--- config.mk ---
export PLATFORM = sky130hd
export DESIGN_NAME = spike_rate_decoder
export DESIGN_NICKNAME = d
export VERILOG_FILES = /design/src/rtl/spike_dec_pkg.sv /design/src/rtl/spike_sat_counter.sv /design/src/rtl/spike_rate_decoder.sv
export SDC_FILE = /design/constraint.sdc
export NUM_CORES = 1
export LEC_CHECK = 0
export ABC_AREA = 1
export CORE_MARGIN = 3
export CORE_UTILIZATION = 56
export DETAILED_ROUTE_END_ITERATION = 6
export PLACE_DENSITY = 0.76
export REMOVE_ABC_BUFFERS = 1
export SYNTH_ARGS = -nofsm -noshare
export SYNTH_HDL_FRONTEND = slang
export SYNTH_SLANG_ARGS = --single-unit
--- constraint.sdc ---
create_clock -name clk -period 6.5 [get_ports clk]
set_input_delay 0.65 -clock clk [delete_from_list [all_inputs] [get_ports clk]]
set_output_delay 0.65 -clock clk [all_outputs]
set_load 0.03 [all_outputs]
--- src/rtl/spike_dec_pkg.sv ---
// Shared types and helpers for the spike rate decoder.
package spike_dec_pkg;

    // Readout FSM: IDLE waits for a window end, DRAIN streams the snapshot.
    typedef enum logic {
        IDLE  = 1'b0,
        DRAIN = 1'b1
    } state_e;

    // Width of a channel index; never less than one bit.
    function automatic int ch_w(input int n);
        return (n <= 2) ? 1 : $clog2(n);
    endfunction

    // Saturation ceiling of a w-bit counter (w up to 31).
    function automatic int sat_max(input int w);
        return (1 << w) - 1;
    endfunction

endpackage

--- src/rtl/spike_sat_counter.sv ---
// Per-channel saturating spike counter with priority clear.
module spike_sat_counter
    import spike_dec_pkg::*;
#(
    parameter int CNT_W = 8
) (
    input  logic             clk,
    input  logic             rst_n,
    input  logic             en,
    input  logic             inc,
    input  logic             clr,
    output logic [CNT_W-1:0] cnt_nxt_o
);

    localparam logic [CNT_W-1:0] MAX_CNT = CNT_W'(sat_max(CNT_W));

    logic [CNT_W-1:0] cnt_q;
    logic [CNT_W-1:0] cnt_d;

    // cnt_nxt_o is the count including this cycle's spike, before any clear;
    // the top snapshots it on the window-end cycle.
    assign cnt_nxt_o = (inc && (cnt_q != MAX_CNT)) ? cnt_q + 1'b1 : cnt_q;

    // Clear wins over increment; otherwise count only on enabled cycles.
    always_comb begin
        cnt_d = cnt_q;
        if (clr) begin
            cnt_d = '0;
        end else if (en) begin
            cnt_d = cnt_nxt_o;
        end
    end

    // Counter register.
    always_ff @(posedge clk or negedge rst_n) begin
        if (!rst_n) begin
            cnt_q <= '0;
        end else begin
            cnt_q <= cnt_d;
        end
    end

endmodule

--- src/rtl/spike_rate_decoder.sv ---
// Counts spikes per channel over a programmable window and streams each
// window's counts out one channel per transfer.
//
// Read handshake: a word moves on every cycle where rd_valid && rd_ready.
// rd_valid depends only on registered state, and while it is high without
// rd_ready the word (rd_data, rd_ch, rd_last) is held unchanged.
module spike_rate_decoder
    import spike_dec_pkg::*;
#(
    parameter int NUM_CH = 4,
    parameter int CNT_W  = 8,
    parameter int WIN_W  = 8
) (
    input  logic                      clk,
    input  logic                      rst_n,
    input  logic                      en,
    input  logic [NUM_CH-1:0]         spike_in,
    input  logic [WIN_W-1:0]          win_len,
    output logic                      rd_valid,
    input  logic                      rd_ready,
    output logic [CNT_W-1:0]          rd_data,
    output logic [ch_w(NUM_CH)-1:0]   rd_ch,
    output logic                      rd_last,
    output logic                      overrun,
    output state_e                    dbg_state
);

    localparam int              CH_W    = ch_w(NUM_CH);
    localparam logic [CH_W-1:0] LAST_CH = CH_W'(NUM_CH - 1);

    logic [WIN_W-1:0] wcnt_q, wcnt_d;
    logic [WIN_W-1:0] win_len_q, win_len_d;
    logic [WIN_W-1:0] eff_len;
    logic             wend;

    logic [CNT_W-1:0] cnt_nxt [NUM_CH];
    logic [CNT_W-1:0] shadow_q [NUM_CH];

    state_e           state_q, state_d;
    logic [CH_W-1:0]  rd_ch_q, rd_ch_d;
    logic             ovr_q, ovr_d;
    logic             load;

    // Window timing: a new length is only picked up on a window's first cycle.
    always_comb begin
        eff_len   = (wcnt_q == '0) ? win_len : win_len_q;
        wend      = en && (wcnt_q == eff_len);
        wcnt_d    = wcnt_q;
        win_len_d = win_len_q;
        if (en) begin
            if (wcnt_q == '0) begin
                win_len_d = win_len;
            end
            wcnt_d = wend ? '0 : wcnt_q + 1'b1;
        end
    end

    // Window counter and latched length.
    always_ff @(posedge clk or negedge rst_n) begin
        if (!rst_n) begin
            wcnt_q    <= '0;
            win_len_q <= '0;
        end else begin
            wcnt_q    <= wcnt_d;
            win_len_q <= win_len_d;
        end
    end

    // One saturating counter per channel; window end restarts them at zero.
    for (genvar g = 0; g < NUM_CH; g++) begin : g_ch
        spike_sat_counter #(.CNT_W(CNT_W)) u_cnt (
            .clk       (clk),
            .rst_n     (rst_n),
            .en        (en),
            .inc       (spike_in[g]),
            .clr       (wend),
            .cnt_nxt_o (cnt_nxt[g])
        );
    end

    // Readout FSM: snapshot on window end when idle, else flag an overrun.
    always_comb begin
        state_d = state_q;
        rd_ch_d = rd_ch_q;
        ovr_d   = ovr_q;
        load    = 1'b0;
        case (state_q)
            IDLE: begin
                if (wend) begin
                    load    = 1'b1;
                    state_d = DRAIN;
                    rd_ch_d = '0;
                end
            end
            DRAIN: begin
                if (wend) begin
                    ovr_d = 1'b1;
                end
                if (rd_ready) begin
                    if (rd_ch_q == LAST_CH) begin
                        state_d = IDLE;
                        rd_ch_d = '0;
                    end else begin
                        rd_ch_d = rd_ch_q + 1'b1;
                    end
                end
            end
            default: begin
                state_d = IDLE;
            end
        endcase
    end

    // FSM, channel pointer and sticky overrun registers.
    always_ff @(posedge clk or negedge rst_n) begin
        if (!rst_n) begin
            state_q <= IDLE;
            rd_ch_q <= '0;
            ovr_q   <= 1'b0;
        end else begin
            state_q <= state_d;
            rd_ch_q <= rd_ch_d;
            ovr_q   <= ovr_d;
        end
    end

    // Shadow bank captures the closing window's final counts.
    always_ff @(posedge clk or negedge rst_n) begin
        if (!rst_n) begin
            for (int i = 0; i < NUM_CH; i++) begin
                shadow_q[i] <= '0;
            end
        end else if (load) begin
            for (int i = 0; i < NUM_CH; i++) begin
                shadow_q[i] <= cnt_nxt[i];
            end
        end
    end

    assign rd_valid  = (state_q == DRAIN);
    assign rd_ch     = rd_ch_q;
    assign rd_last   = rd_valid && (rd_ch_q == LAST_CH);
    assign rd_data   = rd_valid ? shadow_q[rd_ch_q] : '0;
    assign overrun   = ovr_q;
    assign dbg_state = state_q;

endmodule

Word level (Yosys, flattened, before mapping)
Index checks and enable logic that the tools add are counted.
Widths: inputs -> output; s select.
Word-level totals
  word-level logic and storage cells: 67
  register bits after elaboration: 84
  output and inout bits: 14
Operators by class
  $lt $le $gt $ge: 1
  bitwise gates (word level): 2
  equality and inequality tests: 8
  $add $sub $neg: 6
  reductions and logical operators: 10
  muxes and demuxes: 27
Operators by type and width (number)
  $mux 8: 17
  $add 8x1->8 const B: 5
  $ne 8x8->1 const B: 4
  $bmux 8 s2: 1
  $eq 8x8->1: 1
  $logic_not 8->1: 1
  $logic_and 1x1->1: 6
  $mux 2: 3
  $mux 1: 4
  $pmux 2 s2: 1
  $reduce_and 2->1: 2
  $ge 3x3->1 const B: 1
  $not 2->3: 1
  $add 2x1->2 const B: 1
  $eq 2x2->1 const B: 1
  $ne 2x1->1 const B: 1
  $ne 2x2->1 const B: 1
  $pmux 1 s2: 1
  $reduce_bool 2->1: 1
  $not 1->1: 1

Depth between registers and ports, before layout
Gate-level depths: netlist of the first run.
  word-level depth: 6
  mapped depth: 17

Modules after synthesis
From an unflattened synthesis of the first run, not the netlist that was laid out.
Second synthesis, totals
  cell total of the unflattened synthesis: 746
  area, all modules: 5346.4 sq um
By module, submodules not included
  spike_rate_decoder: instances 1, sequential area each 1301.2 sq um, area each 2819.0 sq um, cells each 370
  spike_sat_counter: instances 4, sequential area each 200.2 sq um, area each 631.9 sq um, cells each 94

Worst setup path before layout of the first run
Ideal clock, no wire load.
  kind: register to output
  from: register rd_ch_q[0], in the netlist rd_ch[0]
  to: output port rd_data[6]
  arrival: 1830 ps
  data required time: 5850 ps
  path slack: 4020 ps
  cell stages (with the launch flop): 7
  buffers on the path: 2
  cell sequence: dfrtp_1 > clkbuf_1 > clkbuf_1 > nor2_1 > nor2_1 > o21ai_0 > a21oi_1
Between the ends
  longest elaborated chain between the ends: 5
Ends and longest elaborated chain
  start, declared: line spike_rate_decoder.sv:40  | logic [CH_W-1:0] rd_ch_q, rd_ch_d;
  start signal, assigned: line spike_rate_decoder.sv:122  | rd_ch_q <= rd_ch_d;
  $not 2->3 (not written as such): line spike_rate_decoder.sv:143  | assign rd_data = rd_valid ? shadow_q[rd_ch_q] : '0;
  $bmux 8 s2: line spike_rate_decoder.sv:143
  $mux 8 (not written as such) (2 in a row): line spike_rate_decoder.sv:143
  $mux 8: line spike_rate_decoder.sv:143
  end, declared: line spike_rate_decoder.sv:21  | output logic [CNT_W-1:0] rd_data,
No other way between the ends. The select of a mux whose other input is x is not followed.

Final worst setup path of the first run
Same ends and word-level chain as after synthesis.

==> flow_summary.json, run 1 <==
{
  "status": "complete, no violations",
  "grt_pass1_wl_um": 17700,
  "postCtsSetupBuffers": 0,
  "overflow": 0,
  "final_nets": 682,
  "track_usage": 0.224,
  "io_pins": 30,
  "die_h_um": 98.4,
  "crit_buf_inv": 2,
  "min_period_over_period": 0.505,
  "synth_flop_cell": "dfrtp_1",
  "clkTransAtPathRegs_ns": 0.08,
  "crit_required_ns": 5.85,
  "die_x_um": 98.4,
  "viasPerCell": 5.33,
  "worst-path-max-fanout": 20,
  "cp.depth": 4,
  "synth_area_um2": 4780,
  "fin_worst_skew_ns": 0.00677,
  "ctsHoldBuffers": 0,
  "port_buffers": 29,
  "cp-start-kind": "flop",
  "clk_latency_ns": 0.35,
  "antenna_cells": 0,
  "netlist_top_cells_area": "dfrtp_1 (44%), nand2_1 (13%), o21ai_0 (5.9%)",
  "wl_per_cell_um": 13.4,
  "avgSynthCellArea_um2": 7.45,
  "syn2layout_area_growth_pct": 10.2,
  "ys_warn_count": 0,
  "crit_path_end_kind": "output port",
  "tns_ns": 0,
  "synthDistinctLibCells": 31,
  "maxCapViolCount": 0,
  "core-area_um2": 8260,
  "ys_seq_area_frac": 0.439,
  "final_layout_size_suffix_gt1_frac": 0.0664,
  "slew_viol_final": 0,
  "crit_family": "buffers and inverters",
  "worstSetupPathType": "flop to output port",
  "synth_top_area_share": 0.439,
  "cp-endpoint": "rd_data[6]",
  "numCtsBuffers": 9,
  "crit_chain": "inv_1 -> o21ai_0 -> a21oi_1 -> clkdlybuf4s50_1",
  "r2r_setup_slack_ns": 3.74,
  "grt_max_degree": 85,
  "clock_sinks": 84,
  "dieArea_um2": 9690,
  "hold_violations": 0,
  "postRouteAntennaNets": 0,
  "peakVddDrop_mv": 0.193,
  "hpwl_um": 7170,
  "vias": 4091,
  "synthArstFlopShare": 1.00,
  "first_iter_violations": 219,
  "cts_tree": "yes",
  "max_stage_delay_ns": 0.80,
  "tightest_slew_ns": 1.07,
  "synth-edff-count": 0,
  "grt_pass1_vias": 3843,
  "cts-root-buf": "clkbuf_8",
  "yosys.area.top_type": "dfrtp_1",
  "fp-row-count": 33,
  "fill_cells": 723,
  "grt_setup_unrepaired": "no",
  "leakagePower_uw": 0.00260,
  "postSynthCellCount": 642,
  "fmax_mhz": 305,
  "firstDrtPassIters": 5,
  "antenna_found_initial": 0,
  "htree_levels": 3,
  "period_minus_slack_ns": 3.28,
  "worstReg2RegStart": "wcnt_q[0]",
  "synth-seq-cells": 84,
  "final_util": 0.638,
  "place_congestion": 0.896,
  "min_path_type": "input port to async pin",
  "start_util": 0.579,
  "reg2reg_to": "g_ch[1].u_cnt.cnt_q[6]",
  "drc": 0,
  "cts-resized-gates": 0,
  "drt_wl_total_um": 10300,
  "cp_slowest_cell": "dfrtp_1",
  "max-slew-margin-rel": 0.289,
  "p_per_area_nw_per_um2": 366,
  "setup_viol": 0,
  "cts_max_path_buffers": 2,
  "critPathArrivalTime_ns": 2.63,
  "crit_start": "rd_ch[0]",
  "ff2ff_path_depth": 16
}
==> kinds of logic (layout without fill, tap and decap cells) <==
logic type / Yosys count / in the layout / share of synthesized area
AOI/OAI and AO/OA: 110 / 110 / 0.128
buffers and inverters: 102 / 123 / 0.0905
DFF: 84 / 84 / 0.439
and+or+nand+nor: 312 / 312 / 0.275
xor gates and xnor gates: 27 / 27 / 0.0494
adders and majority gates: 7 / 7 / 0.0183
==> report_power, final <==
group          leakage (uW)  total (uW)  switching [uW]  internal [uW]
logic               0.00140         738             462            276
registers           0.00110         828             156            672
clock network     0.0000935         365             179            186
==> placed cells by master (no fill, tap or decap) <==
cell and count:
nand3b_1 4, a22oi_1 1, nor3_1 9, o21ai_2 14
xnor2_1 1, clkdlybuf4s50_1 28, o21bai_1 1, nand2_4 2
nand3_2 1, a31oi_1 1, clkinv_2 1, clkbuf_1 3
o21ai_0 56, clkbuf_8 10, bufinv_16 1, buf_4 5
nor4_1 1, a21boi_0 1, nand2_1 171, nor2_4 1
nand2_2 1, a21oi_1 14, nand3_1 41, nand4_1 7
xor2_1 26, nor2_1 72, o21ai_1 22, inv_2 6
nor2_2 1, inv_1 69, nor2_8 1, ha_1 7
dfrtp_1 84
==> layer usage <==
| metal | global-route usage | routed length (um) | vias up |
|---|---|---|---|
| met5 | 0 | 0 | - |
| met4 | 0.0861 | 200 | 0 |
| met3 | 0.0255 | 437 | 16 |
| met2 | 0.363 | 4790 | 108 |
| met1 | 0.310 | 4840 | 1899 |
| li1 | - | - | 2068 |
==> registers in the layout (all words and copies together), names as in the netlist <==
signal and count:
overrun 1, win_len_q 8, rd_ch 2, dbg_state 1, wcnt_q 8, shadow_q 32
g_ch.u_cnt.cnt_q 32
==> cell usage after synthesis (2+ instances only) <==
cell type and instances:
nand2_1 171, dfrtp_1 84, nor2_1 72, inv_1 69, o21ai_0 56, nand3_1 42, xor2_1 26, o21ai_1 22
clkbuf_1 15, a21oi_1 14, o21ai_2 14, nor3_1 9, ha_1 7, nand4_1 7, inv_2 6, buf_6 5
buf_2 4, nand3b_1 4, buf_4 2, nand2_4 2
==> area by class of cell <==
| class | count | area, um2 | share of cell area |
|---|---|---|---|
| clock inverter | 2 | 35.0 | 0.00665 |
| clock buffer | 13 | 149 | 0.0282 |
| multi-input combinational | 456 | 2250 | 0.428 |
| inverter | 75 | 282 | 0.0534 |
| sequential | 84 | 2100 | 0.399 |
| tap | 105 | 131 | 0.0249 |
| timing repair buffer | 33 | 318 | 0.0603 |
==> metrics by stage <==
| stage | cells | power, uW | setup slack (ns) | hold slack (ns) | area [um2] |
|---|---|---|---|---|---|
| floorplan | 615 | 1340 | 3.15 | 0.354 | 4630 |
| global placement | 753 | 1550 | 3.66 | 0.464 | 5090 |
| detailed placement | 753 | 1570 | 3.60 | 0.472 | 5090 |
| CTS | 768 | 1940 | 3.21 | 0.490 | 5270 |
| global route | 768 | 2090 | 3.02 | 0.509 | 5270 |
| finish | 768 | 1930 | 3.22 | 0.467 | 5270 |
==> worst min-delay path by stage <==
| stage | slack, ns | to | from |
|---|---|---|---|
| floorplan | 0.35 | dbg_state | rst_n |
| finish | 0.47 | g_ch[0].u_cnt.cnt_q[4] | rst_n |
| global placement | 0.46 | shadow_q[7] | shadow_q[7] |
| CTS | 0.49 | shadow_q[7] | shadow_q[7] |
| global route | 0.51 | shadow_q[7] | shadow_q[7] |
| detailed placement | 0.47 | overrun | overrun |
Power figures use the tool's default switching activity.
==> run 2, diff against run 1 <==
==> constraint.sdc (replaced) <==
create_clock -name clk -period 3.2 [get_ports clk]
set_input_delay 0.32 -clock clk [delete_from_list [all_inputs] [get_ports clk]]
set_output_delay 0.32 -clock clk [all_outputs]
set_load 0.03 [all_outputs]
==> run 2 against run 1 <==
Net effect:
- die area is the same
- combinational power grew 100%
- critical path depth is the same
- first-iteration DRC count grew 22%
- design area grew 1.1%
- critical path type unchanged
==> flow_summary.json, run 2 (synthesis gave the netlist of run 1 again) <==
{
  "status": "complete, no violations",
  "clk_latency_ns": 0.36,
  "final_nets": 684,
  "crit_path_end_kind": "output port",
  "max_stage_delay_ns": 0.70,
  "first_iter_violations": 267,
  "power_uw": 4030,
  "start_util": 0.579,
  "reg2reg_to": "shadow_q[1]",
  "wl_per_cell_um": 13.1,
  "peakVddDrop_mv": 0.401,
  "max-slew-margin-rel": 0.295,
  "cts_max_path_buffers": 2,
  "die_h_um": 98.4,
  "clockPowerShare": 0.213,
  "cts_tree": "yes",
  "grt_max_degree": 85,
  "p_sw_uw": 1630,
  "overflow": 0,
  "dieArea_um2": 9690,
  "crit_required_ns": 2.88,
  "fill_cells": 742,
  "grt_pass1_vias": 3947,
  "port_buffers": 29,
  "final_cell_mix": "nand2_1 (171), dfrtp_1 (84), nor2_1 (72)",
  "multi_input_area_um2": 2250,
  "ctsHoldBuffers": 0,
  "clock_sinks": 84,
  "cp_slowest_cell": "clkdlybuf4s50_1",
  "placed_area_um2": 5100,
  "io_pins": 30,
  "grt_setup_unrepaired": "no",
  "numCtsBuffers": 9,
  "track_usage": 0.221,
  "crit_chain": "inv_1 -> o21ai_0 -> a21oi_1 -> clkdlybuf4s50_1",
  "ff2ff_path_depth": 15,
  "tightest_slew_ns": 1.06,
  "slew_viol_final": 0,
  "grt_pass1_wl_um": 17600,
  "die_x_um": 98.4,
  "fmax_mhz": 368,
  "cts-root-buf": "clkbuf_8",
  "fin_worst_skew_ns": 0.0124,
  "swShare": 0.405,
  "final_area_um2": 5330,
  "leakagePower_uw": 0.00262,
  "min_period_over_period": 0.850,
  "cts-resized-gates": 0,
  "r2r_setup_slack_ns": 0.74,
  "period_minus_slack_ns": 2.72,
  "hold_violations": 0,
  "drt_wl_total_um": 10100,
  "vias": 4064,
  "syn2layout_area_growth_pct": 11.3,
  "postRouteAntennaNets": 0,
  "p_seq_frac": 0.413,
  "fp-row-count": 33,
  "holdWs_ns": 0.143,
  "maxCapViolCount": 0,
  "viasPerCell": 5.27,
  "clkTransAtPathRegs_ns": 0.09,
  "critPathArrivalTime_ns": 2.40,
  "antenna_cells": 0,
  "worst-path-max-fanout": 17,
  "final_layout_size_suffix_gt1_frac": 0.0736,
  "place_congestion": 0.837,
  "antenna_found_initial": 0,
  "p_comb_frac": 0.374,
  "setup_viol": 0,
  "worstReg2RegStart": "wcnt_q[0]",
  "htree_levels": 3,
  "top_regs": "g_ch.u_cnt.cnt_q (32), shadow_q (32)",
  "hpwl_um": 7130,
  "layout_commonest_cell": "nand2_1",
  "postCtsSetupBuffers": 0,
  "core-area_um2": 8260,
  "p_per_area_nw_per_um2": 756,
  "cp-start-kind": "flop",
  "register_area_um2": 2100,
  "firstDrtPassIters": 4,
  "drc": 0,
  "min_path_type": "input port to async pin",
  "worstSetupPathType": "flop to output port",
  "power.internal_uw": 2400
}
[run 2: cell count changes in the layout (fill, tap and decap cells not counted), sizes merged]
cell      delta
buf          +2
clkbuf       -2
inv          +1
clkinv       -1
bufinv       +1
clkinvlp     +2
[run 2: layer usage]
layer  track usage  wire length [um]  part of all wire
met5             0                 0                 0
met4        0.0746               116             0.011
met3        0.0297               352             0.035
met2         0.381              5050              0.50
met1         0.288              4610              0.46
[run 2: power groups by stage]
stage / clock network [uW] / registers, uW / logic [uW]
2_1_floorplan: 0 / 1660 / 1050
3_3_place_gp: 0 / 1670 / 1460
3_5_place_dp: 0 / 1680 / 1510
4_1_cts: 880 / 1660 / 1520
5_1_grt: 921 / 1710 / 1730
6_report: 859 / 1660 / 1510
[run 2: cell type report]
type | count | area share
Timing Repair Buffer | 35 | 0.0625
Inverter | 75 | 0.0528
Clock buffer | 11 | 0.0265
Multi-Input combinational cell | 456 | 0.423
Tap cell | 105 | 0.0247
Clock inverter | 5 | 0.0157
Sequential cell | 84 | 0.395
[run 2: worst max-delay path by stage]
stage / start / endpoint / slack (ns) / cells past startpoint
6_report: rd_ch[0] / rd_data[7] / 0.48 / 4
5_1_grt: rd_ch[0] / rd_data[5] / 0.30 / 4
4_1_cts: rd_ch[0] / rd_data[7] / 0.47 / 4
2_1_floorplan: wcnt_q[0] / shadow_q[11] / -0.15 / 15
3_5_place_dp: wcnt_q[0] / shadow_q[11] / 0.78 / 15
3_3_place_gp: wcnt_q[0] / shadow_q[23] / 0.87 / 15
[run 2: critical path: cells and delay by family (launching register included)]
family | cells | cell delay, ns
flops | 1 | 0.53
buf+inv | 2 | 1.08
compound gates | 2 | 0.44
[run 2: metrics by stage]
stage,TNS [ns],setup slack [ns],utilization,cells
after floorplan,-4.05,-0.146,-,615
after global placement,0,0.870,0.618,755
after detailed placement,0,0.783,0.618,755
after CTS,0,0.474,0.645,771
after global routing,0,0.304,0.645,771
final,0,0.480,0.645,771
